==> src/rtl/loas_candidate_arbiter.sv <==
`timescale 1ns/1ps
// LOAS candidate arbiter: grants one of NUM_REQ candidate producers per cycle into a one-entry
// output register feeding the candidate FIFO. Define SCORE_PRIO_EN for score priority with aging.
module loas_candidate_arbiter #(
    parameter int NUM_REQ     = 4,
    parameter int REQ_W       = 2,
    parameter int NEURON_ID_W = 4,
    parameter int COL_ID_W    = 4,
    parameter int SCORE_W     = 4,
    parameter int AGE_W       = 4
) (
    input  logic                           clk,
    input  logic                           rst,
    input  logic                           flush,
    input  logic [NUM_REQ-1:0]             req_valid,
    output logic [NUM_REQ-1:0]             req_ready,
    input  logic [NUM_REQ*NEURON_ID_W-1:0] req_neuron,
    input  logic [NUM_REQ*COL_ID_W-1:0]    req_col,
    input  logic [NUM_REQ*SCORE_W-1:0]     req_score,
    output logic                           out_valid,
    input  logic                           out_ready,
    output logic [NEURON_ID_W-1:0]         out_neuron,
    output logic [COL_ID_W-1:0]            out_col,
    output logic [SCORE_W-1:0]             out_score,
    output logic [REQ_W-1:0]               out_src,
    output logic [15:0]                    grant_cnt
);

    if (NUM_REQ < 2 || REQ_W != $clog2(NUM_REQ) || AGE_W < 1) begin : g_param_check
        $error("loas_candidate_arbiter: inconsistent parameters");
    end

    // Wrapping index helper: (base + offset) mod NUM_REQ, offset < NUM_REQ.
    function automatic logic [REQ_W-1:0] rr_index(input logic [REQ_W-1:0] base, input int offset);
        int sum;
        sum = int'(base) + offset;
        return (sum >= NUM_REQ) ? REQ_W'(sum - NUM_REQ) : REQ_W'(sum);
    endfunction

    logic [NEURON_ID_W-1:0] neuron_s [NUM_REQ];
    logic [COL_ID_W-1:0]    col_s    [NUM_REQ];
    logic [SCORE_W-1:0]     score_s  [NUM_REQ];

    for (genvar gi = 0; gi < NUM_REQ; gi++) begin : g_unpack
        assign neuron_s[gi] = req_neuron[gi*NEURON_ID_W +: NEURON_ID_W];
        assign col_s[gi]    = req_col[gi*COL_ID_W +: COL_ID_W];
        assign score_s[gi]  = req_score[gi*SCORE_W +: SCORE_W];
    end

    logic                   out_valid_q, out_valid_d;
    logic [NEURON_ID_W-1:0] neuron_q, neuron_d;
    logic [COL_ID_W-1:0]    col_q, col_d;
    logic [SCORE_W-1:0]     score_q, score_d;
    logic [REQ_W-1:0]       src_q, src_d;
    logic [REQ_W-1:0]       rr_ptr_q, rr_ptr_d;
    logic [15:0]            cnt_q, cnt_d;

    logic                   load_en_s;
    logic                   transfer_s;
    logic                   grant_any_s;
    logic [REQ_W-1:0]       grant_idx_s;
    logic [REQ_W-1:0]       scan_idx_s;
    logic                   take_s;

`ifdef SCORE_PRIO_EN
    localparam logic [AGE_W-1:0] AGE_LIMIT = {AGE_W{1'b1}};

    logic [AGE_W-1:0]   age_q [NUM_REQ];
    logic [AGE_W-1:0]   age_d [NUM_REQ];
    logic [SCORE_W-1:0] best_score_s;
    logic               aged_any_s;
    logic [REQ_W-1:0]   aged_idx_s;
    logic               take_aged_s;
`endif

    assign load_en_s  = !flush && (!out_valid_q || out_ready);
    assign transfer_s = load_en_s && grant_any_s;

    for (genvar gr = 0; gr < NUM_REQ; gr++) begin : g_ready
        assign req_ready[gr] = transfer_s && (grant_idx_s == REQ_W'(gr));
    end

    // Winner selection: scan requesters in round-robin order starting at rr_ptr.
    always_comb begin
        grant_any_s = 1'b0;
        grant_idx_s = {REQ_W{1'b0}};
        scan_idx_s  = {REQ_W{1'b0}};
        take_s      = 1'b0;
`ifdef SCORE_PRIO_EN
        best_score_s = {SCORE_W{1'b0}};
        aged_any_s   = 1'b0;
        aged_idx_s   = {REQ_W{1'b0}};
        take_aged_s  = 1'b0;
`endif
        for (int k = 0; k < NUM_REQ; k++) begin
            scan_idx_s = rr_index(rr_ptr_q, k);
`ifdef SCORE_PRIO_EN
            // Strict '>' keeps the earliest round-robin position on score ties.
            take_aged_s  = req_valid[scan_idx_s] && (age_q[scan_idx_s] == AGE_LIMIT) && !aged_any_s;
            aged_idx_s   = take_aged_s ? scan_idx_s : aged_idx_s;
            aged_any_s   = aged_any_s | take_aged_s;
            take_s       = req_valid[scan_idx_s] && (!grant_any_s || (score_s[scan_idx_s] > best_score_s));
            best_score_s = take_s ? score_s[scan_idx_s] : best_score_s;
`else
            take_s       = req_valid[scan_idx_s] && !grant_any_s;
`endif
            grant_idx_s  = take_s ? scan_idx_s : grant_idx_s;
            grant_any_s  = grant_any_s | take_s;
        end
`ifdef SCORE_PRIO_EN
        grant_idx_s = aged_any_s ? aged_idx_s : grant_idx_s;
`endif
    end

    // Output register, round-robin pointer and grant counter next state; flush dominates.
    always_comb begin
        out_valid_d = out_valid_q;
        neuron_d    = neuron_q;
        col_d       = col_q;
        score_d     = score_q;
        src_d       = src_q;
        rr_ptr_d    = rr_ptr_q;
        cnt_d       = cnt_q;
        if (flush) begin
            out_valid_d = 1'b0;
            rr_ptr_d    = {REQ_W{1'b0}};
        end else if (transfer_s) begin
            out_valid_d = 1'b1;
            neuron_d    = neuron_s[grant_idx_s];
            col_d       = col_s[grant_idx_s];
            score_d     = score_s[grant_idx_s];
            src_d       = grant_idx_s;
            rr_ptr_d    = rr_index(grant_idx_s, 1);
            cnt_d       = (cnt_q == 16'hFFFF) ? cnt_q : cnt_q + 16'd1;
        end else if (out_valid_q && out_ready) begin
            out_valid_d = 1'b0;
        end else begin
            out_valid_d = out_valid_q;
        end
    end

    // State registers with asynchronous reset.
    always_ff @(posedge clk or posedge rst) begin
        if (rst) begin
            out_valid_q <= 1'b0;
            neuron_q    <= {NEURON_ID_W{1'b0}};
            col_q       <= {COL_ID_W{1'b0}};
            score_q     <= {SCORE_W{1'b0}};
            src_q       <= {REQ_W{1'b0}};
            rr_ptr_q    <= {REQ_W{1'b0}};
            cnt_q       <= 16'h0000;
        end else begin
            out_valid_q <= out_valid_d;
            neuron_q    <= neuron_d;
            col_q       <= col_d;
            score_q     <= score_d;
            src_q       <= src_d;
            rr_ptr_q    <= rr_ptr_d;
            cnt_q       <= cnt_d;
        end
    end

`ifdef SCORE_PRIO_EN
    // Starvation age: counts cycles a requester waits, cleared when it is taken or withdraws.
    always_comb begin
        for (int i = 0; i < NUM_REQ; i++) begin
            age_d[i] = age_q[i];
            if (flush) begin
                age_d[i] = {AGE_W{1'b0}};
            end else if (!req_valid[i] || req_ready[i]) begin
                age_d[i] = {AGE_W{1'b0}};
            end else if (age_q[i] != AGE_LIMIT) begin
                age_d[i] = age_q[i] + {{(AGE_W-1){1'b0}}, 1'b1};
            end else begin
                age_d[i] = age_q[i];
            end
        end
    end

    // Age counter registers.
    always_ff @(posedge clk or posedge rst) begin
        if (rst) begin
            for (int i = 0; i < NUM_REQ; i++) begin
                age_q[i] <= {AGE_W{1'b0}};
            end
        end else begin
            for (int i = 0; i < NUM_REQ; i++) begin
                age_q[i] <= age_d[i];
            end
        end
    end
`endif

    assign out_valid  = out_valid_q;
    assign out_neuron = neuron_q;
    assign out_col    = col_q;
    assign out_score  = score_q;
    assign out_src    = src_q;
    assign grant_cnt  = cnt_q;

endmodule

==> config.mk <==
export PLATFORM = sky130hd
export DESIGN_NAME = loas_candidate_arbiter
export DESIGN_NICKNAME = d
export VERILOG_FILES = /design/src/rtl/loas_candidate_arbiter.sv
export SDC_FILE = /design/constraint.sdc
export NUM_CORES = 1
export LEC_CHECK = 0
export ABC_AREA = 1
export CELL_PAD_IN_SITES_DETAIL_PLACEMENT = 0
export CELL_PAD_IN_SITES_GLOBAL_PLACEMENT = 2
export CORE_UTILIZATION = 23
export DETAILED_ROUTE_END_ITERATION = 10
export HOLD_SLACK_MARGIN = 0.06
export PLACE_DENSITY_LB_ADDON = 0.1
export SYNTH_ARGS = -nofsm -noshare
export SYNTH_HDL_FRONTEND = slang
export SYNTH_SLANG_ARGS = --single-unit
==> constraint.sdc <==
create_clock -name clk -period 2.75 [get_ports clk]
set_input_delay 0.6875 -clock clk [delete_from_list [all_inputs] [get_ports clk]]
set_output_delay 0.6875 -clock clk [all_outputs]
set_load 0.01 [all_outputs]
==> summary.md, run 1 <==
| Metric | Value |
|---|---|
| Mapped Cells | 348 |
| Initial Util | 0.238 |
| Clk_skew | 12.8 ps |
| Post-synthesis sequential area ratio | 0.354 |
| # DRC | 0 |
| Max-slew violations | 0 |
| Reg clk slew, reported paths | 70 ps |
| I/O pin cnt | 91 |
| Logic gate share of total power | 0.706 |
| Reg2Reg Depth | 14 |
| Synthesis Warnings | 0 |
| Async SR Flop Fraction | 1.00 |
| RR Startpoint | rr_ptr_q[0] |
| Pwr per Cell Area | 1030 nW/um^2 |
| Final core utilization | 0.396 |
| Crit path launch | req_valid[1] |
| Hold buffers post-CTS | 0 |
| First DRT Iteration DRCs | 59 |
| Die area | 10500 sq um |
| Synthesized area per cell | 6.70 sq um |
| Post-synth top flop | dfrtp_1 |
| Slew headroom | 0.690 |
| CTS max path bufs | 2 |
| Via density | 4.28 |
| Vias | 2576 |
| Worst-Skew Late Latency | 290 ps |
| CP max stage delay | 190 ps |
| Yosys top cell by area | dfrtp_1 |
| Antenna-violating nets left | 0 |
| Critical Path Slowest Stage Cell | clkdlybuf4s15_1 |
| DP HPWL | 5.55 mm |
| Nets | 526 |
| Synthesized flop and latch total | 33 |
| Clock power frac | 0.091 |
| Number of max-cap violations | 0 |
| Worst vdd ir | 0.000320 V |
| Total net switching power | 1.86 mW |
| Syn_nets | 406 |
| Yosys top cell area share | 0.354 |
| Distinct cells, synth | 27 |
| Die Height | 103 microns |
| CTS Buf Count | 5 |
| CP endpoint kind | output pin |
| Status | complete, no violations |
| Count of final setup violators | 0 |
| Die X | 103 microns |
| Most area-consuming cells after synthesis | dfrtp_1 35%, nand2_1 23%, nand3_1 14% |
| CP arrival | 1960 ps |
| CP Launch Type | input pin |
| Cell area after synthesis | 2330 sq um |
| Largest net degree at the start of global routing | 34 |
| Wire per inst | 12.9 microns |
| Ant diodes | 0 |
| Internal | 2.13 mW |
| Total Routing Usage GR | 0.147 |
| Fin. Hold Viols | 0 |
| RSZ-0062 raised after global routing | true |
| WP buf/inv | 5 |
| Crit-path cells | clkdlybuf4s15_1 > inv_2 > nand2_4 > nand3_2 > nand2_2 > buf_4 > nand3_2 > nand3_4 > buf_6 > nor3_4 > buf_6 |
| CTS H-tree lvls | 2 |
| Global-route wire length before repair | 11.9 mm |
| Top-count cell post-synth | nand2_1 |
| Fmax | 378 MHz |
| Vias in the first global route | 2423 |
| Post-layout min period | 2650 ps |
| CTS tree | built |
| GPL Wtd Cong | 0.793 |
| Setup_tns | 0 ps |
| Register-to-register setup slack | 630 ps |
| Final Cycle Share | 0.963 |
| WHS Endpoint | out_src[1] |
| Crit path kind | input pin to output pin |
| CP Max Fanout | 3 |
| Sw Ratio | 0.466 |
| HP Start | out_src[1] |
| WHS Path Cells | 2 |
| First-pass DRT Iterations | 4 |
| Detailed Route WL | 7.75 mm |
| Core Area | 9820 sq um |
| Layout cells sized above 1 | 0.230 |
| Worst-margin pin slew | 465 ps |
| Leak | 1.86 nW |
| Hold/Removal Path Class | flop to flop |
| Clock Sinks | 33 |
| Number of synthesized flops with an enable pin | 0 |
| Total grt overflow | 0 |
| Initial antenna violation count | 0 |
| RR Endpoint | out_score[2] |
| Synthesis-to-layout area growth | 66.8% |
| Flop pwr share | 0.203 |
| CTS root buf | clkbuf_8 |
| CP top delay family | buffers and inverters |
| Row Count | 36 |
| Most frequent cells after synthesis | 141 x nand2_1, 63 x nand3_1, 33 x dfrtp_1 |
| Port Buffer Count | 90 |
| Required time worst endpoint | 2060 ps |
==> layer usage <==
metal	GRT usage	part of all wire	vias up
li1	-	-	1336
met1	0.204	0.49	1173
met2	0.236	0.46	61
met3	0.0244	0.043	6
met4	0.0363	0.0088	0
met5	0	0	-
==> placed cells by master, fill, tap and decap left out, types with 3 or more instances in the layout <==
cell             instances
nand3_1                 55
nand2_2                  7
dfrtp_1                 31
nand2_4                 14
nor2_1                  24
nor2_2                   7
inv_2                    9
clkdlybuf4s50_1         82
o21ai_0                  4
nand2_1                123
nor3_1                   3
xor2_1                   9
nand3_2                  5
clkbuf_8                 5
buf_4                   34
xnor2_1                  4
inv_1                   17
clkbuf_2                 3
nand3_4                  5
==> cells by family (layout without fill, tap and decap cells) <==
kind of cell             Yosys count  count (layout)  share of synthesized area
AO/OA/AOI/OAI                      7               7                     0.0161
XOR/XNOR                          13              13                     0.0488
adder cells (fa/ha/maj)            2               2                     0.0107
buffers and inverters             42             163                     0.0907
flip-flops                        33              33                      0.354
AND/OR/NAND/NOR                  251             251                      0.480
==> sequential cells by signal, indices dropped and copies added, names as in the netlist <==
name	cells
out_src	2
out_neuron	4
out_col	4
rr_ptr_q	2
out_valid	1
grant_cnt	16
out_score	4
==> area by class of cell <==
cell class              instances  area [sq um]
clock inverters                 2          10.0
clock buffers                   6          72.6
fillers                      1100          5930
repair buffers                126          1170
flip-flops and latches         33           828
well taps                     133           166
multi-input cells             273          1520
inverters                      29           119
==> power groups by stage <==
stage               sequential, mW  combinational [mW]  clock, mW
global placement             0.810                2.44          0
floorplan                    0.854                1.37          0
detailed placement           0.815                2.45          0
global route                 0.840                3.14      0.408
finish                       0.808                2.82      0.365
CTS                          0.811                2.61      0.387
==> what timing repair did <==
| action | CTS | global route |
|---|---|---|
| pin swaps | 11 | 21 |
| buffers inserted | 5 | 4 |
| resized for setup | 51 | 43 |
| endpoints found under the setup margin | 4 | 4 |
==> worst max path at each step <==
stage	end	slack [ps]	cells past startpoint
floorplan	req_ready[2]	150	11
global placement	req_ready[2]	-680	12
detailed placement	req_ready[1]	-710	11
CTS	req_ready[2]	5	12
global route	req_ready[1]	-20	13
finish	req_ready[1]	100	11
==> through the flow <==
stage	power (mW)	setup WS, ps	cell area (sq um)	hold WS, ps	instances
2_1_floorplan	2.22	151	2330	516	348
3_3_place_gp	3.25	-684	3530	474	585
3_5_place_dp	3.26	-712	3530	473	585
4_1_cts	3.81	5.04	3710	492	598
5_1_grt	4.39	-23.7	3890	505	602
6_report	3.99	102	3890	479	602
==> tightest hold or removal path: cells and delay by family (launching register included) <==
| kind | cells | cell delay (ps) |
|---|---|---|
| simple gates | 2 | 110 |
| flops | 1 | 340 |
No activity file was read; power rests on OpenSTA's default activity.
==> run 2: changes to the inputs <==
--- a/config.mk
+++ b/config.mk
@@ -8,6 +8,7 @@
 export ABC_AREA = 1
 export CELL_PAD_IN_SITES_DETAIL_PLACEMENT = 0
 export CELL_PAD_IN_SITES_GLOBAL_PLACEMENT = 2
+export CORE_ASPECT_RATIO = 0.9
 export CORE_UTILIZATION = 23
 export DETAILED_ROUTE_END_ITERATION = 10
 export HOLD_SLACK_MARGIN = 0.06
==> run 2 against run 1 <==
Clock power rose by 3%. First-iteration DRC count rose by 32%. Final area fell by 5.4%. Die area barely moved.
==> summary.md, run 2 (synthesis gave the netlist of run 1 again) <==
| Metric | Value |
|---|---|
| Required time worst endpoint | 2060 ps |
| Port Buffer Count | 90 |
| Number of max-cap violations | 0 |
| Flop pwr share | 0.217 |
| CP Max Fanout | 4 |
| Antenna-violating nets left | 0 |
| Clock Sinks | 33 |
| Worst-Skew Late Latency | 280 ps |
| Register-to-register setup slack | 590 ps |
| Synthesis-to-layout area growth | 57.9% |
| CTS max path bufs | 2 |
| I/O pin cnt | 91 |
| Count of final setup violators | 0 |
| Sw Ratio | 0.465 |
| Total Routing Usage GR | 0.143 |
| Core Area | 9740 sq um |
| First DRT Iteration DRCs | 78 |
| Status | complete, no violations |
| Nets | 519 |
| Fin. Hold Viols | 0 |
| Detailed Route WL | 7.31 mm |
| Largest register FFs | 16 |
| Post-layout min period | 2640 ps |
| Total net switching power | 1.73 mW |
| Ant diodes | 0 |
| Worst vdd ir | 0.000407 V |
| Reg clk slew, reported paths | 70 ps |
| RSZ-0062 raised after global routing | true |
| Vias in the first global route | 2488 |
| Internal | 1.98 mW |
| CTS root buf | clkbuf_8 |
| Initial Util | 0.239 |
| CTS Buf Count | 5 |
| Via density | 4.28 |
| Commonest non-fill, non-tap cell in the layout | nand2_1 |
| Die X | 108 microns |
| CP arrival | 1960 ps |
| Hold/Removal Path Class | flop to flop |
| Wire per inst | 12.5 microns |
| Max-slew violations | 0 |
| Initial antenna violation count | 0 |
| Fmax | 378 MHz |
| Setup_tns | 0 ps |
| Commonest cells after routing, fill and taps aside | 132 x nand2_1, 82 x clkdlybuf4s50_1, 57 x nand3_1, 32 x dfrtp_1, 27 x buf_4 |
| Logic gate share of total power | 0.681 |
| Pwr per Cell Area | 1010 nW/um^2 |
| GR Layer Usage met3 | 0.0476 |
| Vias | 2511 |
| DP HPWL | 5.30 mm |
| Slew headroom | 0.696 |
| Clk_skew | 8.65 ps |
| Pwr Total | 3.71 mW |
| Crit path kind | flop to output pin |
| Worst-margin pin slew | 457 ps |
| Met2 usage | 0.229 |
| Fillers | 1091 |
| Row Count | 34 |
| Layout cells sized above 1 | 0.187 |
| Largest net degree at the start of global routing | 34 |
| CTS H-tree lvls | 2 |
| Global-route wire length before repair | 12.0 mm |
| # DRC | 0 |
| Total grt overflow | 0 |
| CP endpoint kind | output pin |
| First-pass DRT Iterations | 6 |
| WHS | 493 ps |
| Leak | 1.77 nW |
| Die Height | 97.5 microns |
| CP Launch Type | flop |
| Die area | 10500 sq um |
| Met1 Use GR | 0.186 |
| GPL Wtd Cong | 0.730 |
| GR peak layer | met2 |
| Clock power frac | 0.102 |
| CTS tree | built |
| Final Cycle Share | 0.961 |
run 2: area by class of cell:
type	instances	area, sq um	area share
inverter	29	116	0.0316
clock buffer	7	86.3	0.0234
sequential	33	827	0.225
tap	126	158	0.0428
timing repair buffer	119	1090	0.297
multi-input combinational	273	1400	0.380
run 2: final timing paths:
path                             startpoint            to  cells past startpoint
max in group asynchronous               rst   rr_ptr_q[0]                      3
worst min register to register   out_src[1]    out_src[1]                      2
worst max register to register  rr_ptr_q[0]    out_col[1]                     15
min in group asynchronous               rst  grant_cnt[1]                      3
worst min-delay path             out_src[1]    out_src[1]                      2
worst max-delay path            rr_ptr_q[0]  req_ready[3]                     13
run 2: repair_timing:
action / in CTS / in global routing
cloned: 0 / 0
setup endpoints to repair: 4 / 4
pin swaps: 10 / 11
buffers inserted: 2 / 5
gates resized for setup: 39 / 23
hold buffers: 0 / 0
run 2: worst max-delay path: stages, from the launching register on:
cell and delay (ps):
dfrtp_2 440, buf_4 170, nand2_1 60, nand2_1 80, nand2_1 70, nand2_1 60
nand2_2 80, nand2_2 60, nand2_2 80, nand3_4 80, buf_4 150, buf_4 130
nor2_2 80, buf_2 120
run 2: stage by stage:
step	util	cell area [sq um]	std cells	setup slack [ps]
after floorplan	-	2330	348	151
after global placement	0.356	3470	573	-607
after detailed placement	0.356	3470	573	-633
after CTS	0.371	3610	582	21.6
after global routing	0.378	3680	587	-2.37
final	0.378	3680	587	107
run 2: layer usage:
| layer | wire length [microns] | vias up |
|---|---|---|
| li1 | - | 1323 |
| met1 | 3450 | 1122 |
| met2 | 3320 | 62 |
| met3 | 483 | 4 |
| met4 | 53 | 0 |
| met5 | 0 | - |
run 2: power groups by stage:
stage	sequential, mW	clock, mW	combinational (mW)
after floorplan	0.854	0	1.37
after global placement	0.811	0	2.38
after detailed placement	0.811	0	2.37
after CTS	0.805	0.400	2.46
after global routing	0.833	0.418	2.85
final	0.806	0.377	2.52
==> variant, RTL diff (flow settings as in run 1) <==
Register the output `grant_cnt` once more, with the module's reset; this adds one clock of latency there. The other outputs are not delayed to match.
--- a/src/rtl/loas_candidate_arbiter.sv
+++ b/src/rtl/loas_candidate_arbiter.sv
@@ -197,5 +197,11 @@
     assign out_score  = score_q;
     assign out_src    = src_q;
-    assign grant_cnt  = cnt_q;
+    always_ff @(posedge clk or posedge rst) begin
+        if (rst) begin
+            grant_cnt <= '0;
+        end else begin
+            grant_cnt <= cnt_q;
+        end
+    end
 
 endmodule
Formal check against the unedited RTL: not equivalent (a bounded check fails within 4 cycles, from zero or initial values and one cycle with rst high).
==> variant against run 1 <==
  * Global-route usage rose by 0.26 points
  * Synthesized area rose by 23%
  * Design area rose by 18%
  * Sequential cell count rose by 16
  * Routed wire length rose by 18%
  * Power rose by 15%
  * Worst setup slack got worse by 0.060 ns
  * Combinational power fell by 2%
==> variant: results (changes against run 1) <==
Run status - completed (unchanged)
Setup Skew - 0.009394 ns (was 0.01282 ns)
Syn Nets - 430 (was 406)
Part of the Yosys area used for sequential elements - 42.89% (was 35.41%)
Root Driver - clkbuf_16 (was clkbuf_8)
Vias per cell - 4.317 (was 4.279)
Hpwl dp - 6.669 mm (was 5.552 mm)
Peak VDD IR - 0.0004105 V (was 0.0003196 V)
Biggest cell delay along the critical path - 0.49 ns (was 0.19 ns)
Clk buf depth - 2 (unchanged)
Fraction of registers with async set/reset - 100.0% (unchanged)
Leak Pwr - 0.002144 uW (was 0.001858 uW)
CP max stage cell - dfrtp_2 (was clkdlybuf4s15_1)
GPL Wtd Cong - 0.7712 (was 0.7927)
Top cells by count, synth - 99 x nand2_1, 49 x dfrtp_1, 47 x nand3_1 (was 141 x nand2_1, 63 x nand3_1, 33 x dfrtp_1)
Slew headroom - 55.59% (was 69.03%)
Clk_lat worst skew - 0.30 ns
Global-route wire length before repair - 14.81 mm (was 11.94 mm)
Regs by FF count - cnt_q x16, grant_cnt x16
Vias in the first global route - 2959 (was 2423)
Cells on Worst Hold Path - 0 (was 2)
# fillers - 1259 (was 1100)
Placed Instance Area - 4183 um2 (was 3530 um2)
IO buf count - 90 (unchanged)
DRT iter0 DRCs - 83 (was 59)
Remaining DRCs - 0 (unchanged)
Total CTS buffers - 5 (unchanged)
Top cells by area, synth - dfrtp_1 43%, nand2_1 13%, nand3_1 8.2%, inv_1 5.5%, nor2_1 5.1% (was dfrtp_1 35%, nand2_1 23%, nand3_1 14%, nor2_1 4.5%, inv_1 3.7%)
Yosys cell types - 30 (was 27)
Diode count - 0 (unchanged)
Crit Path Max Fanout - 5 (was 3)
First drt pass iteration count - 4 (unchanged)
Reg clk slew, reported paths - 0.08 ns
Pin count of the biggest net entering global routing - 50 (was 34)
Yosys warnings - 0 (unchanged)
Net Sw Frac - 41.98% (was 46.59%)
Total track usage - 14.97% (was 14.70%)
Hold crit path type - flop to flop (unchanged)
R2r worst-path depth - 14 (unchanged)
CP Data Arrival Time - 2.02 ns (was 1.96 ns)
Layout cell share with drive strength beyond 1 - 25.05% (was 23.03%)
H-tree lvl count - 2 (unchanged)
Initial antenna violation count - 0 (unchanged)
Final net count - 564 (was 526)
Final WL - 9.143 mm (was 7.747 mm)
==> variant: logic make-up after synthesis <==
| kind of cell | count (synthesis) | share of synthesized area (%) |
|---|---|---|
| flip-flops | 49 | 42.89 |
| AND/OR/NAND/NOR | 241 | 40.79 |
| AO/OA/AOI/OAI | 10 | 2.363 |
| buffers and inverters | 57 | 9.103 |
| adder cells (fa/ha/maj) | 2 | 0.8751 |
| XOR/XNOR | 13 | 3.983 |
==> variant: critical path: cells and delay by family (launching register included) <==
kind	cells	cell delay, ns
buffers and inverters	5	0.51
AND/OR/NAND/NOR	5	0.40
adder cells (fa/ha/maj)	1	0.15
AO/OA/AOI/OAI	1	0.17
flip-flops	1	0.49
==> variant: path summary, 6_finish.rpt <==
path / start / endpoint / slack (ns)
worst max register to register: rr_ptr_q[0] / cnt_q[3] / 0.50
worst min-delay path: cnt_q[12] / grant_cnt[12] / 0.46
max in group asynchronous: rst / rr_ptr_q[0] / 1.41
worst min register to register: cnt_q[12] / grant_cnt[12] / 0.46
min in group asynchronous: rst / out_valid / 0.88
worst max-delay path: rr_ptr_q[0] / req_ready[2] / 0.04
==> variant: per-layer routing <==
metal | track usage (%) | share of wire (%) | vias up
li1 | - | - | 1463
met1 | 16.93 | 41 | 1393
met2 | 27.89 | 55 | 49
met3 | 2.604 | 3.2 | 9
met4 | 5.702 | 1.6 | 0
met5 | 0 | 0 | -
==> variant: final cells by class <==
cell class	count	area, um2	share of cell area (%)
Inverter	46	182.7	3.976
Tap cell	168	210.2	4.575
Timing Repair Buffer	137	1271	27.67
Sequential cell	49	1229	26.74
Clock inverter	3	47.55	1.035
Multi-Input combinational cell	266	1523	33.14
Clock buffer	5	125.1	2.723
Timing Repair inverter	1	6.256	0.1362
==> variant: stage by stage <==
stage	hold WS [ns]	utilization (%)	instances	worst slack [ns]
2_1_floorplan	0.3944	-	372	0.09849
3_3_place_gp	0.4458	34.68	657	-0.8324
6_report	0.4590	38.09	675	0.04263
5_1_grt	0.4715	38.09	675	-0.08319
4_1_cts	0.4605	37.30	670	-0.003619
3_5_place_dp	0.4427	34.68	657	-0.8235
==> variant: repair_timing <==
action,in CTS,in global routing
setup buffers,5,4
cloned,0,1
resized for setup,69,24
setup endpoints to repair,4,4
pin swaps,19,21
==> variant: power by group through the flow <==
stage | combinational [uW] | sequential [uW] | clock [uW]
6_report | 2750 | 1090 | 743
5_1_grt | 3040 | 1120 | 801
4_1_cts | 2680 | 1090 | 774
3_5_place_dp | 2440 | 1100 | 0
2_1_floorplan | 1310 | 1140 | 0
3_3_place_gp | 2450 | 1100 | 0
